--- config.mk ---
export PLATFORM = sky130hd
export DESIGN_NAME = telemetry_uart_reporter
export DESIGN_NICKNAME = d
export VERILOG_FILES = /design/src/rtl/telemetry_uart_reporter.sv
export SDC_FILE = /design/constraint.sdc
export NUM_CORES = 1
export LEC_CHECK = 0
export BUFFER_PORTS_ARGS = -buffer_cell sky130_fd_sc_hd__buf_2
export CAP_MARGIN = 40
export CORE_ASPECT_RATIO = 0.7
export CORE_MARGIN = 1.5
export CORE_UTILIZATION = 55
export CTS_BUF_LIST = sky130_fd_sc_hd__clkbuf_8 sky130_fd_sc_hd__clkbuf_16
export DETAILED_ROUTE_END_ITERATION = 8
export PLACE_DENSITY = 0.74
export SLEW_MARGIN = 20
export SYNTH_ARGS = -nofsm -noshare
export SYNTH_HDL_FRONTEND = slang
export SYNTH_SLANG_ARGS = --single-unit
--- constraint.sdc ---
create_clock -name clk -period 6.1 [get_ports clk]
set_clock_uncertainty 0.2 [all_clocks]
set_input_delay 0.915 -clock clk [delete_from_list [all_inputs] [get_ports clk]]
set_output_delay 0.915 -clock clk [all_outputs]
set_load 0.1 [all_outputs]
--- src/rtl/telemetry_uart_reporter.sv ---
// rtl/telemetry_uart_reporter.sv - periodic/triggered ASCII telemetry frame generator feeding a UART byte interface
module telemetry_uart_reporter #(
    parameter int NUM_CH     = 2,
    parameter int DATA_W     = 10,
    parameter int DIGITS     = 3,
    parameter int PERIOD_CYC = 33_000_000,
    parameter int MODE       = 2,
    parameter int CHECKSUM   = 1
) (
    input  logic                     clk,
    input  logic                     rst_n,
    input  logic [NUM_CH*DATA_W-1:0] ch_data,
    input  logic                     trigger,
    output logic [7:0]               tx_data,
    output logic                     tx_data_valid,
    input  logic                     tx_data_ready,
    output logic                     busy,
    output logic [7:0]               overrun_cnt
);

    localparam logic [2:0] S_IDLE  = 3'd0;
    localparam logic [2:0] S_LATCH = 3'd1;
    localparam logic [2:0] S_CONV  = 3'd2;
    localparam logic [2:0] S_LABEL = 3'd3;
    localparam logic [2:0] S_DIG   = 3'd4;
    localparam logic [2:0] S_SEP   = 3'd5;
    localparam logic [2:0] S_CSUM  = 3'd6;
    localparam logic [2:0] S_EOL   = 3'd7;

    localparam int PW = (PERIOD_CYC > 1) ? $clog2(PERIOD_CYC) : 1;

    logic [2:0]               state;
    logic [2:0]               idx;
    logic [2:0]               ch_idx;
    logic [4:0]               cnt;
    logic [NUM_CH*DATA_W-1:0] snap;
    logic [DATA_W-1:0]        bin;
    logic [19:0]              bcd;
    logic [19:0]              bcd_adj;
    logic [7:0]               csum;
    logic                     pending;
    logic [PW-1:0]            pcnt;
    logic                     tick;
    logic                     req;
    logic                     accept;
    logic                     sat;
    logic [2:0]               dsel;
    logic [7:0]               byte_out;

    function automatic logic [7:0] hex_char(input logic [3:0] n);
        return (n < 4'd10) ? {4'h3, n} : (8'h37 + {4'h0, n});
    endfunction

    assign tick          = (pcnt == PW'(PERIOD_CYC - 1));
    assign req           = (tick && (MODE != 1)) || (trigger && (MODE != 0));
    assign busy          = (state != S_IDLE);
    assign tx_data_valid = (state == S_LABEL) || (state == S_DIG) || (state == S_SEP) ||
                           (state == S_CSUM)  || (state == S_EOL);
    assign accept        = tx_data_valid && tx_data_ready;
    assign tx_data       = byte_out;

    // Five BCD digits cover any 16-bit value; digits above DIGITS only flag saturation.
    always_comb begin
        bcd_adj = bcd;
        sat     = 1'b0;
        for (int i = 0; i < 5; i++) begin
            if (bcd[4*i +: 4] >= 4'd5)
                bcd_adj[4*i +: 4] = bcd[4*i +: 4] + 4'd3;
            if (i >= DIGITS && bcd[4*i +: 4] != 4'd0)
                sat = 1'b1;
        end
    end

    always_comb begin
        byte_out = 8'h00;
        dsel     = 3'(DIGITS - 1) - idx;
        case (state)
            S_LABEL: begin
                if (idx == 3'd0)      byte_out = 8'h43;
                else if (idx == 3'd1) byte_out = 8'h30 + {5'd0, ch_idx};
                else                  byte_out = 8'h3A;
            end
            S_DIG:   byte_out = sat ? 8'h39 : {4'h3, bcd[{dsel, 2'b00} +: 4]};
            S_SEP:   byte_out = 8'h2C;
            S_CSUM: begin
                if (idx == 3'd0)      byte_out = 8'h2A;
                else if (idx == 3'd1) byte_out = hex_char(csum[7:4]);
                else                  byte_out = hex_char(csum[3:0]);
            end
            S_EOL:   byte_out = (idx == 3'd0) ? 8'h0D : 8'h0A;
            default: byte_out = 8'h00;
        endcase
    end

    always_ff @(posedge clk or negedge rst_n) begin
        if (!rst_n) begin
            state       <= S_IDLE;
            idx         <= '0;
            ch_idx      <= '0;
            cnt         <= '0;
            snap        <= '0;
            bin         <= '0;
            bcd         <= '0;
            csum        <= '0;
            pending     <= 1'b0;
            pcnt        <= '0;
            overrun_cnt <= '0;
        end else begin
            pcnt <= tick ? '0 : pcnt + PW'(1);

            if (state != S_IDLE && req) begin
                if (!pending)
                    pending <= 1'b1;
                else if (overrun_cnt != 8'hFF)
                    overrun_cnt <= overrun_cnt + 8'd1;
            end

            if (accept && (state == S_LABEL || state == S_DIG || state == S_SEP))
                csum <= csum ^ byte_out;

            case (state)
                S_IDLE: begin
                    if (req || pending) begin
                        state   <= S_LATCH;
                        pending <= pending && req;
                    end
                end
                S_LATCH: begin
                    snap   <= ch_data;
                    ch_idx <= '0;
                    cnt    <= '0;
                    csum   <= '0;
                    state  <= S_CONV;
                end
                S_CONV: begin
                    if (cnt == 5'd0) begin
                        bin <= snap[ch_idx*DATA_W +: DATA_W];
                        bcd <= '0;
                        cnt <= 5'd1;
                    end else begin
                        bcd <= {bcd_adj[18:0], bin[DATA_W-1]};
                        bin <= bin << 1;
                        if (cnt == 5'(DATA_W)) begin
                            cnt   <= '0;
                            idx   <= '0;
                            state <= S_LABEL;
                        end else begin
                            cnt <= cnt + 5'd1;
                        end
                    end
                end
                S_LABEL: begin
                    if (accept) begin
                        if (idx == 3'd2) begin
                            idx   <= '0;
                            state <= S_DIG;
                        end else begin
                            idx <= idx + 3'd1;
                        end
                    end
                end
                S_DIG: begin
                    if (accept) begin
                        if (idx == 3'(DIGITS - 1)) begin
                            idx <= '0;
                            if (ch_idx == 3'(NUM_CH - 1))
                                state <= (CHECKSUM != 0) ? S_CSUM : S_EOL;
                            else
                                state <= S_SEP;
                        end else begin
                            idx <= idx + 3'd1;
                        end
                    end
                end
                S_SEP: begin
                    if (accept) begin
                        ch_idx <= ch_idx + 3'd1;
                        state  <= S_CONV;
                    end
                end
                S_CSUM: begin
                    if (accept) begin
                        if (idx == 3'd2) begin
                            idx   <= '0;
                            state <= S_EOL;
                        end else begin
                            idx <= idx + 3'd1;
                        end
                    end
                end
                default: begin
                    if (accept) begin
                        if (idx == 3'd1) begin
                            idx   <= '0;
                            state <= S_IDLE;
                        end else begin
                            idx <= idx + 3'd1;
                        end
                    end
                end
            endcase
        end
    end

endmodule

## Word level (Yosys, flattened, before mapping)

Cells that the tools add are included.

- Bits in registers: 106
- Output and inout bits: 18
- Word-level logic and storage cells: 139

- Add/sub/neg operators: 14
- Multiply operators: 1
- Order comparisons: 7
- Equality and inequality tests: 24
- Shifts and indexed selects: 2
- Muxes and demuxes: 50
- Bitwise operators: 2
- Reduce and logical (&&, ||, !) cells: 28

Operator list:

| cell | count |
|---|---|
| $mux W3 | 21 |
| $mux W7 | 6 |
| $pmux W8 S5 | 1 |
| $add A25 B1 Y25 const B | 1 |
| $eq A25 B25 Y1 const B | 1 |
| $mux W25 | 1 |
| $pmux W3 S7 | 1 |
| $ge A4 B3 Y1 const B | 5 |
| $mux W20 | 1 |
| $mux W4 | 5 |
| $shiftx A20 B6 Y4 | 1 |
| $shiftx A20 B8 Y10 | 1 |
| $add A4 B2 Y4 const B | 4 |
| $mux W8 | 2 |
| $add A6 B4 Y7 const A | 2 |
| $ne A2 B2 Y1 const B | 7 |
| $eq A3 B3 Y1 const B | 4 |
| $reduce_and A12 Y1 | 1 |
| $reduce_bool A4 Y1 | 3 |
| $mux W10 | 1 |
| $mux W5 | 2 |
| $pmux W5 S2 | 1 |
| $eq A3 B1 Y1 const B | 3 |
| $eq A3 B2 Y1 const B | 3 |
| other kinds (28) | 50 |

## Longest topological paths before layout

Gate-level depths: netlist of run 1.

- Depth after elaboration: 9
- Gate-level depth with buffers: 9

## Least setup slack after synthesis of run 1

Ideal clock, no wire load.

- Path type: reg2out
- Start point: reg idx[0]
- End point: out tx_data[0]
- Data arrival time: 2.835 ns
- Required time: 4.985 ns
- Setup slack: 2.150 ns
- Stages on the path, launching flop included: 9
- Buffers on the path: 2
- Path through: dfrtp_1 -> clkbuf_1 -> inv_1 -> ha_1 -> clkbuf_1 -> mux4_2 -> mux2i_1 -> a21o_1 -> nand3b_1

- Longest elaborated chain between the ends: 4
- Elaborated cells on any way between the ends: 11
- Those cells by class: add/sub: 1; eq/ne: 1; shift: 1; mux: 7; reduce/logical: 1

RTL lines:

| item | line | source |
|---|---|---|
| start, declared | 33 | `logic [2:0] idx;` |
| start signal, assigned | 158 | `idx <= idx + 3'd1;` |
| start signal, assigned | 171 | `idx <= idx + 3'd1;` |
| start signal, assigned | 187 | `idx <= idx + 3'd1;` |
| $sub A2 B3 Y3 or $eq A3 B1 Y1 (tied branches) | 76, 80, 87 |  |
| $shiftx A20 B6 Y4, or another cell as far along | 83 | `S_DIG: byte_out = sat ? 8'h39 : {4'h3, bcd[{dsel, 2'b00} +: 4]};` |
| $mux W4, or another cell as far along | 83 |  |
| $pmux W8 S5 * | 77 | `case (state)` |
| end, declared | 14 | `output logic [7:0] tx_data,` |

Every way passes the cells marked *; elsewhere a longest branch is shown, timed or not.

## Final worst setup path of run 1

Same ends and word-level chain as after synthesis.

==> impl_metrics.json, run 1 <==
{
  "n_fill_cell": 879,
  "path_max_fanout": 11,
  "cts_tree": "yes",
  "hold_buffers": 0,
  "power_density_mw_per_mm2": 495.9,
  "dieArea_mm2": 0.01146,
  "drv_slew": 0,
  "reg2reg_slack_ps": 3190,
  "seqCellArea_mm2": 0.002628,
  "ir_worst_vdd_mv": 0.2610,
  "insertion_delay_ps": 350,
  "synth-edff-count": 0,
  "grt_pass1_vias": 4557,
  "post-route-drc-count": 0,
  "antenna_found_initial": 0,
  "rsz0062_at_grt": "false",
  "syn_avg_cell_area_um2": 9.236,
  "final_layout_size_suffix_gt1_frac": 0.1254,
  "pin_count": 42,
  "yosys_warnings": 0,
  "fin_crit_sh": 0.6503,
  "slew_headroom": 0.4560,
  "clock-sinks": 105,
  "grt_use_total": 0.2416,
  "drt_iter0_drc": 355,
  "path_delay_family": "multiplexers",
  "grt_max_degree": 45,
  "fmax_ghz": 0.2521,
  "ys.flop_type": "dfrtp_1",
  "ys_seq_elements": 105,
  "numPortBuffers": 40,
  "num_vias": 4761,
  "grt_pass1_wl_mm": 22.44,
  "final_util": 0.6315,
  "clock_path_buffers": 2,
  "finalSetupViolations": 0,
  "max_slew.worst_pin.slew_ps": 809.1,
  "cts_root_buf": "clkbuf_16",
  "syn_nets": 691,
  "timing_worst_setup_path_type": "reg -> out",
  "synthArstFlopShare": 1.000,
  "cp_slowest_cell": "dfrtp_1",
  "multiInputGateArea_mm2": 0.003088,
  "routedWlPerCell_um": 16.09,
  "arrival_ps": 2850,
  "outcome": "complete, no violations",
  "totalNegativeSetupSlack_ps": 0,
  "finalHoldViolCount": 0,
  "maxCapViolations": 0,
  "routed_wl_mm": 13.04,
  "period_needed_ps": 3967,
  "synthCells": 644,
  "htree_levels": 3,
  "path_clk_slew_ps": 70,
  "ys_types": 67,
  "yosysSeqAreaShare": 0.4417,
  "hold_path_class": "in -> async",
  "setup_ws_ps": 2133,
  "rows": 31,
  "whs_ps": 269.2,
  "dp_hpwl_mm": 9.332,
  "critPathRequiredTime_ps": 4980,
  "nets": 720,
  "dieHeight_um": 90.01,
  "crit_path_max_incr_delay_ps": 560,
  "grt_overflow": 0,
  "cts_made_buffers": 9,
  "synth_area_mm2": 0.005948,
  "cellLeakagePower_uw": 0.002924,
  "area_growth_pct": 10.77,
  "gp_congestion": 0.8736,
  "power_uw": 3268,
  "pre_cts_slack_ps": 2524,
  "endpoint_kind": "primary output",
  "cts_setup_buffers": 0,
  "crit_buf_inv": 2,
  "start_util": 0.5701,
  "startpoint_type": "flip-flop",
  "antenna_cells": 0,
  "cts_resized": 0,
  "antenna_left": 0,
  "crit_chain": "inv_1, ha_1, mux4_2, mux2i_1, a21o_1, nand3b_1, buf_2",
  "firstDrtPassIters": 5,
  "core_mm2": 0.01043,
  "viasPerCell": 5.878,
  "fp.dieW_um": 127.3
}
## cell usage after synthesis (3+ instances only)
library cell	count	area [µm²]
a32o_1	6	60.06
nor3_1	15	75.07
a211oi_1	3	22.52
nand2b_1	10	62.56
or3_1	6	37.54
nand3b_1	5	37.54
o22ai_1	7	43.79
o31ai_1	8	60.06
nand2_1	113	424.2
nor2_1	30	112.6
or4_1	4	30.03
nand3_1	15	75.07
mux4_2	3	67.56
clkbuf_1	28	105.1
nor4_1	7	43.79
buf_1	3	11.26
or3b_2	3	26.28
a22oi_1	10	75.07
dfrtp_1	105	2628
o32ai_1	5	43.79
nor2b_1	12	75.07
xnor2_1	19	166.4
nand4_1	4	25.02
xor2_1	18	157.7
mux2_2	4	45.04
a21o_1	4	30.03
inv_1	28	105.1
o21ai_0	47	235.2
mux2i_1	18	180.2
ha_1	23	287.8
a31oi_1	6	37.54
a21oi_1	23	115.1
a22o_1	7	61.31
## cell families after synthesis
family | share of synthesized area
flops | 0.4417
fa+ha+maj | 0.04838
simple gates | 0.2057
xor+xnor | 0.05448
other cells | 0.0006304
compound gates | 0.1607
mux | 0.04922
buf+inv | 0.03912
## layout by cell type (no fill, tap or decap), types with 19 or more instances in the layout
| cell type | n |
|---|---|
| nand2_1 | 113 |
| dfrtp_1 | 105 |
| o21ai_0 | 47 |
| buf_2 | 39 |
| nor2_1 | 30 |
| inv_1 | 28 |
| a21oi_1 | 23 |
| ha_1 | 23 |
| xnor2_1 | 19 |
## power by group
group / leakage, µW / internal [µW] / total [µW] / switching, µW
clock: 0.000146 / 294 / 564 / 270
sequential: 0.00136 / 871 / 1060 / 194
combinational: 0.00142 / 471 / 1640 / 1170
## final timing paths
| check | end | cells after the start | from |
|---|---|---|---|
| worst min register to register | snap[3] | 2 | snap[3] |
| worst min-delay path | bcd[5] | 1 | rst_n |
| worst max-delay path | tx_data[0] | 7 | idx[0] |
| max in group asynchronous | snap[0] | 3 | rst_n |
| min in group clk | snap[3] | 2 | snap[3] |
| worst max register to register | bin[5] | 5 | state[1] |
## metrics by stage
step | cell area (µm²) | std cells
6_report | 6589 | 810
5_1_grt | 6589 | 810
4_1_cts | 6544 | 807
3_5_place_dp | 6257 | 791
3_3_place_gp | 6230 | 789
2_1_floorplan | 5948 | 644
## flip-flops by register name, indices dropped and copies added (netlist names)
register and cells:
bin 10, snap 20, idx 3, pcnt 25, ch_idx 3, state 3
csum 7, pending 1, overrun_cnt 8, bcd 20, cnt 5
## cell type report
cell class | instances | share of cell area
multi-input combinational | 478 | 0.4687
sequential | 105 | 0.3988
timing repair buffer | 50 | 0.04747
clock buffer | 10 | 0.03627
tap | 132 | 0.02507
inverter | 29 | 0.01652
clock inverter | 6 | 0.007216
## metal layers
layer / vias to the layer above / wire (µm) / global-route usage
met5: - / 0 / 0
met4: 0 / 125 / 0.05587
met3: 13 / 628 / 0.05060
met2: 115 / 5567 / 0.3554
met1: 2298 / 6714 / 0.3653
li1: 2335 / - / -
(Power assumes the default switching activity.)
==> inputs of run 2 (changes only) <==
ABC_AREA = 1   (was unset)
PLACE_DENSITY = 0.73   (was 0.74)
clock period = 3.7 ns   (was 6.1 ns; I/O delays follow)
==> run 2 against run 1 <==
  * Hold slack got worse by 230 ps
  * Clock-buffer cell count is 1 lower
  * Critical path depth up 3
  * Register-to-register slack got worse by 2300 ps
  * Global-route usage is 1.6 points higher
  * First-iteration DRC count rose by 21%
  * Critical path type unchanged
  * Critical endpoint is now tx_data[3]
  * Largest power group unchanged
==> impl_metrics.json, run 2 <==
{
  "synthCells": 833,
  "grt_overflow": 0,
  "synth_area_mm2": 0.006304,
  "grt_pass1_wl_mm": 25.03,
  "finalHoldViolCount": 0,
  "totalNegativeSetupSlack_ps": 0,
  "dieHeight_um": 92.57,
  "largest_reg_flops": 25,
  "yosys_warnings": 0,
  "ys_types": 45,
  "startpoint_type": "flip-flop",
  "grt_pass1_vias": 5296,
  "post-route-drc-count": 0,
  "syn_nets": 880,
  "rsz0062_at_grt": "false",
  "slew_headroom": 0.5043,
  "placedInstanceArea_mm2": 0.006629,
  "num_vias": 5596,
  "clock-sinks": 105,
  "grt_use_total": 0.2581,
  "fmax_ghz": 0.3058,
  "top_regs": "pcnt: 25 flops, bcd: 20 flops, snap: 20 flops",
  "ys_seq_elements": 105,
  "yosysSeqAreaShare": 0.4168,
  "ys.flop_type": "dfrtp_1",
  "numPortBuffers": 40,
  "pin_count": 42,
  "pre_cts_slack_ps": 615.3,
  "fin_area_mm2": 0.006955,
  "synth-edff-count": 0,
  "clock_path_buffers": 2,
  "cellLeakagePower_uw": 0.003493,
  "drv_slew": 0,
  "routedWlPerCell_um": 14.08,
  "dieArea_mm2": 0.01212,
  "htree_levels": 3,
  "crit-reg2reg-capture": "bcd[5]",
  "r2r.worst_path.cells": 7,
  "hold_buffers": 0,
  "syn_avg_cell_area_um2": 7.567,
  "rows": 32,
  "insertion_delay_ps": 360,
  "outcome": "complete, no violations",
  "cts_root_buf": "clkbuf_16",
  "firstDrtPassIters": 5,
  "max_slew.worst_pin.slew_ps": 740.8,
  "cts_made_buffers": 9,
  "antenna_left": 0,
  "fp.dieW_um": 131.0,
  "power_density_mw_per_mm2": 712.0,
  "final_cell_mix": "217 x nand2_1, 116 x inv_1, 104 x dfrtp_1, 75 x nor2_1, 57 x nand3_1",
  "endpoint_kind": "primary output",
  "timing_worst_setup_path_type": "reg -> out",
  "cts_tree": "yes",
  "synthTopCellsByArea": "dfrtp_1 42%, nand2_1 13%, inv_1 6.9%",
  "grt_max_degree": 55,
  "dp_hpwl_mm": 10.66,
  "r2r-start": "cnt[0]",
  "yosysMostFrequentCell": "nand2_1",
  "gp_congestion": 0.8473,
  "drt_iter0_drc": 428,
  "fin_crit_sh": 0.8837,
  "antenna_found_initial": 0,
  "reg2reg_slack_ps": 910,
  "path_clk_slew_ps": 70,
  "arrival_ps": 2510,
  "period_needed_ps": 3270,
  "maxCapViolations": 0,
  "routed_wl_mm": 14.45,
  "synth_commonest_cells": "217 x nand2_1, 116 x inv_1, 105 x dfrtp_1",
  "final_layout_size_suffix_gt1_frac": 0.1088,
  "regMostFlops": "pcnt",
  "critPathRequiredTime_ps": 2940,
  "netlist.area_leader.share": 0.4168,
  "setup_ws_ps": 430.2,
  "antenna_cells": 0,
  "ir_worst_vdd_mv": 0.8716,
  "viasPerCell": 5.454,
  "start_util": 0.5684,
  "final_common_cell": "nand2_1",
  "nets": 915,
  "finalSetupViolations": 0,
  "area_growth_pct": 10.34,
  "core_mm2": 0.01109,
  "whs_ps": 38.80,
  "path_max_fanout": 14,
  "hold_path_class": "in -> async",
  "yosysTopAreaCell": "dfrtp_1",
  "synthArstFlopShare": 1.000
}
-- run 2: changes by cell type in the layout (fill, tap and decap cells not counted), moves of 17 or more --
cell	before	now
inv_1	28	116
mux2i_1	18	1
nand2_1	113	217
nand3_1	15	57
nand4_1	4	24
nor2_1	30	75
-- run 2: cells by family (layout without fill, tap and decap cells) --
logic type,after synthesis,after routing,share of synthesized area
compound gates,114,114,0.1090
xor+xnor,22,22,0.03057
fa+ha+maj,23,23,0.04565
buf+inv,145,185,0.09131
flops,105,105,0.4168
mux,1,1,0.001588
other cells,1,1,0.0005949
simple gates,422,422,0.3045
-- run 2: where the power goes --
group	switching [µW]	internal, µW	total, µW
registers	209	1400	1610
logic	1730	583	2320
clock network	477	545	1020
total	2420	2530	4950
-- run 2: per-stage QoR --
step,power (µW),instances,util
floorplan,3440,833,-
global placement,3845,1010,0.5977
detailed placement,3920,1010,0.5977
CTS,4944,1026,0.6268
global route,5294,1026,0.6271
finish,4952,1026,0.6271
-- run 2: critical path, stage by stage (launching register included) --
cell      delay [ps]
dfrtp_2          510
clkinv_1         140
ha_1             380
inv_1            190
nand3_1          130
nand2_1           90
nand2_1           50
nand2_1           70
nand2_1           60
nand2_1          110
buf_2            440
-- run 2: worst max-delay path by stage --
| stage | startpoint | to | slack, ps | depth (start not counted) |
|---|---|---|---|---|
| after floorplan | idx[0] | tx_data[4] | 370 | 6 |
| after global placement | idx[0] | tx_data[0] | 760 | 10 |
| after detailed placement | idx[0] | tx_data[1] | 620 | 9 |
| after CTS | idx[0] | tx_data[1] | 220 | 9 |
| after global routing | idx[0] | tx_data[0] | 190 | 10 |
| final | idx[0] | tx_data[3] | 430 | 10 |
-- run 2: repair_timing --
action                                 CTS  global route
endpoints found under the hold margin    0             0
buffers inserted                         0             0
gates resized for setup                  0             2
setup endpoints to repair                0             2
-- run 2: per-layer routing --
layer	part of all wire	vias to the layer above	global-route usage	routed length [µm]
met5	0	-	0	0
met4	0.0088	0	0.06319	127
met3	0.051	16	0.04391	734
met2	0.44	170	0.3953	6335
met1	0.50	2628	0.3800	7248
li1	-	2782	-	-
-- run 2: area by class of cell --
cell class	count	area, µm²
clock buffers	9	225.2
multi-input cells	583	3100
inverters	123	461.7
clock inverters	7	97.59
repair buffers	46	250.2
fillers	951	4135
well taps	153	191.4
flip-flops and latches	105	2629
==> inputs of run 3 (changes only) <==
==> constraint.sdc (replaced) <==
create_clock -name clk -period 3.7 [get_ports clk]
set_clock_uncertainty 0.2 [all_clocks]
set_input_delay 0 -clock clk [delete_from_list [all_inputs] [get_ports clk]]
set_output_delay 0 -clock clk [all_outputs]
set_load 0.1 [all_outputs]
==> run 3 against run 2 <==
  * Register-to-register slack worse by 70 ps
  * Combinational power down 2%
  * Via count up 2.8%
  * Clock-buffer cell count unchanged
  * Final cell count up 2.1%
  * Worst setup slack better by 60 ps
  * Sequential share of layout area down 1.0 points
  * Critical path depth down 1
  * Clock power down 7%
  * Critical endpoint is now tx_data[0]
  * Largest power group unchanged
==> impl_metrics.json, run 3 (synthesis results as in run 2) <==
{
  "outcome": "complete, no violations",
  "path_max_fanout": 14,
  "crit_buf_inv": 3,
  "pin_count": 42,
  "fin_crit_sh": 0.8676,
  "cp_slowest_cell": "dfrtp_1",
  "fmax_ghz": 0.3115,
  "antenna_left": 0,
  "regMostFlops": "pcnt",
  "final_cell_mix": "217 x nand2_1, 116 x inv_1, 105 x dfrtp_1, 75 x nor2_1, 57 x nand3_1",
  "multiInputGateArea_mm2": 0.003100,
  "n_fill_cell": 954,
  "endpoint_kind": "primary output",
  "clock_path_buffers": 2,
  "dp_hpwl_mm": 10.45,
  "finalSetupViolations": 0,
  "antenna_cells": 0,
  "power_uw": 4863,
  "gp_congestion": 0.9204,
  "finalHoldViolCount": 0,
  "drt_iter0_drc": 517,
  "viasPerCell": 5.488,
  "timing_worst_setup_path_type": "reg -> out",
  "start_util": 0.5684,
  "drv_slew": 0,
  "cellLeakagePower_uw": 0.003577,
  "nets": 937,
  "power_density_mw_per_mm2": 680.3,
  "firstDrtPassIters": 6,
  "ir_worst_vdd_mv": 0.7557,
  "antenna_found_initial": 0,
  "slew_headroom": 0.4568,
  "crit_path_max_incr_delay_ps": 630,
  "post-route-drc-count": 0,
  "crit_chain": "clkinv_1, ha_1, inv_1, nor3_1, a21oi_1, nand2_1, nand2_1, nand2_1, buf_2",
  "dieHeight_um": 92.57,
  "path_clk_slew_ps": 80,
  "cts_resized": 0,
  "critPathMostFrequentCell": "nand2_1",
  "grt_pass1_vias": 5596,
  "largest_reg_flops": 25,
  "r2r.worst_path.cells": 8,
  "final_common_cell": "nand2_1",
  "cp-startpoint": "idx[0]",
  "grt_overflow": 0,
  "final_layout_size_suffix_gt1_frac": 0.1028,
  "grt_max_degree": 46,
  "top_regs": "pcnt: 25 flops, bcd: 20 flops, snap: 20 flops",
  "core_mm2": 0.01109,
  "routedWlPerCell_um": 14.08,
  "arrival_ps": 3010,
  "numPortBuffers": 40,
  "rows": 32,
  "path_delay_family": "buffers and inverters",
  "cts_made_buffers": 9,
  "rsz0062_at_grt": "false",
  "routed_wl_mm": 14.75,
  "insertion_delay_ps": 360,
  "cts_root_buf": "clkbuf_16",
  "totalNegativeSetupSlack_ps": 0,
  "fin_area_mm2": 0.007149,
  "reg2reg_slack_ps": 840,
  "hold_path_class": "in -> async",
  "startpoint_type": "flip-flop",
  "area_growth_pct": 13.42,
  "final_util": 0.6446,
  "crit-reg2reg-capture": "csum[4]",
  "max_slew.worst_pin.slew_ps": 812.9,
  "r2r-start": "idx[0]",
  "num_vias": 5751,
  "seqCellArea_mm2": 0.002628,
  "clock-sinks": 105,
  "maxCapViolations": 0,
  "grt_use_total": 0.2671,
  "htree_levels": 3,
  "cts_tree": "yes",
  "period_needed_ps": 3210,
  "dieArea_mm2": 0.01212,
  "critPathRequiredTime_ps": 3500,
  "grt_pass1_wl_mm": 25.71,
  "placedInstanceArea_mm2": 0.006614,
  "fp.dieW_um": 131.0
}
==> run 3: changes by cell type in the layout (fill, tap and decap cells not counted), sizes merged <==
cell,before,now
clkinvlp,1,0
buf,45,44
clkbuf,10,9
inv,123,125
dlygate4sd3,0,24
bufinv,1,0
==> run 3: per-layer routing <==
metal  global-route usage  vias up  wire (µm)
li1                     -     2831          -
met1               0.3752     2700       6900
met2               0.4180      200       6804
met3              0.04506       20        874
met4              0.09249        0        172
met5                    0        -          0
==> run 3: layout make-up <==
| type | count | area share |
|---|---|---|
| Clock buffer | 9 | 0.03150 |
| Clock inverter | 7 | 0.009800 |
| Inverter | 123 | 0.06458 |
| Multi-Input combinational cell | 583 | 0.4337 |
| Sequential cell | 105 | 0.3675 |
| Tap cell | 153 | 0.02678 |
| Timing Repair Buffer | 68 | 0.06615 |
==> run 3: stage by stage <==
stage	worst slack, ps	hold slack, ps	cells
detailed placement	900.2	-320.4	1008
CTS	503.1	148.8	1048
finish	489.8	124.4	1048
global placement	1074	-320.6	1008
floorplan	386.2	-495.6	833
global route	230.5	190.3	1048
==> run 3: how the worst max path moves through the flow <==
stage,endpoint,slack [ps],cells after the start
6_report,tx_data[0],490,9
3_3_place_gp,tx_data[0],1070,10
3_5_place_dp,tx_data[0],900,9
5_1_grt,tx_data[0],230,9
4_1_cts,tx_data[0],500,9
2_1_floorplan,csum[4],390,9
==> run 3: worst register-to-register path, delay by kind of cell, from the launching register on <==
family	cells	cell delay, ps
fa+ha+maj	1	300
buf+inv	1	390
compound gates	3	610
flops	1	630
simple gates	3	610
==> run 3: where the power goes <==
group / switching (µW) / internal [µW]
logic: 1690 / 584
clock network: 476 / 477
registers: 233 / 1400
total: 2400 / 2460
==> run 3: timing repair <==
action / in CTS / in global routing
hold endpoints to repair: 142 / 0
buffers inserted: 0 / 0
hold buffers: 24 / 0
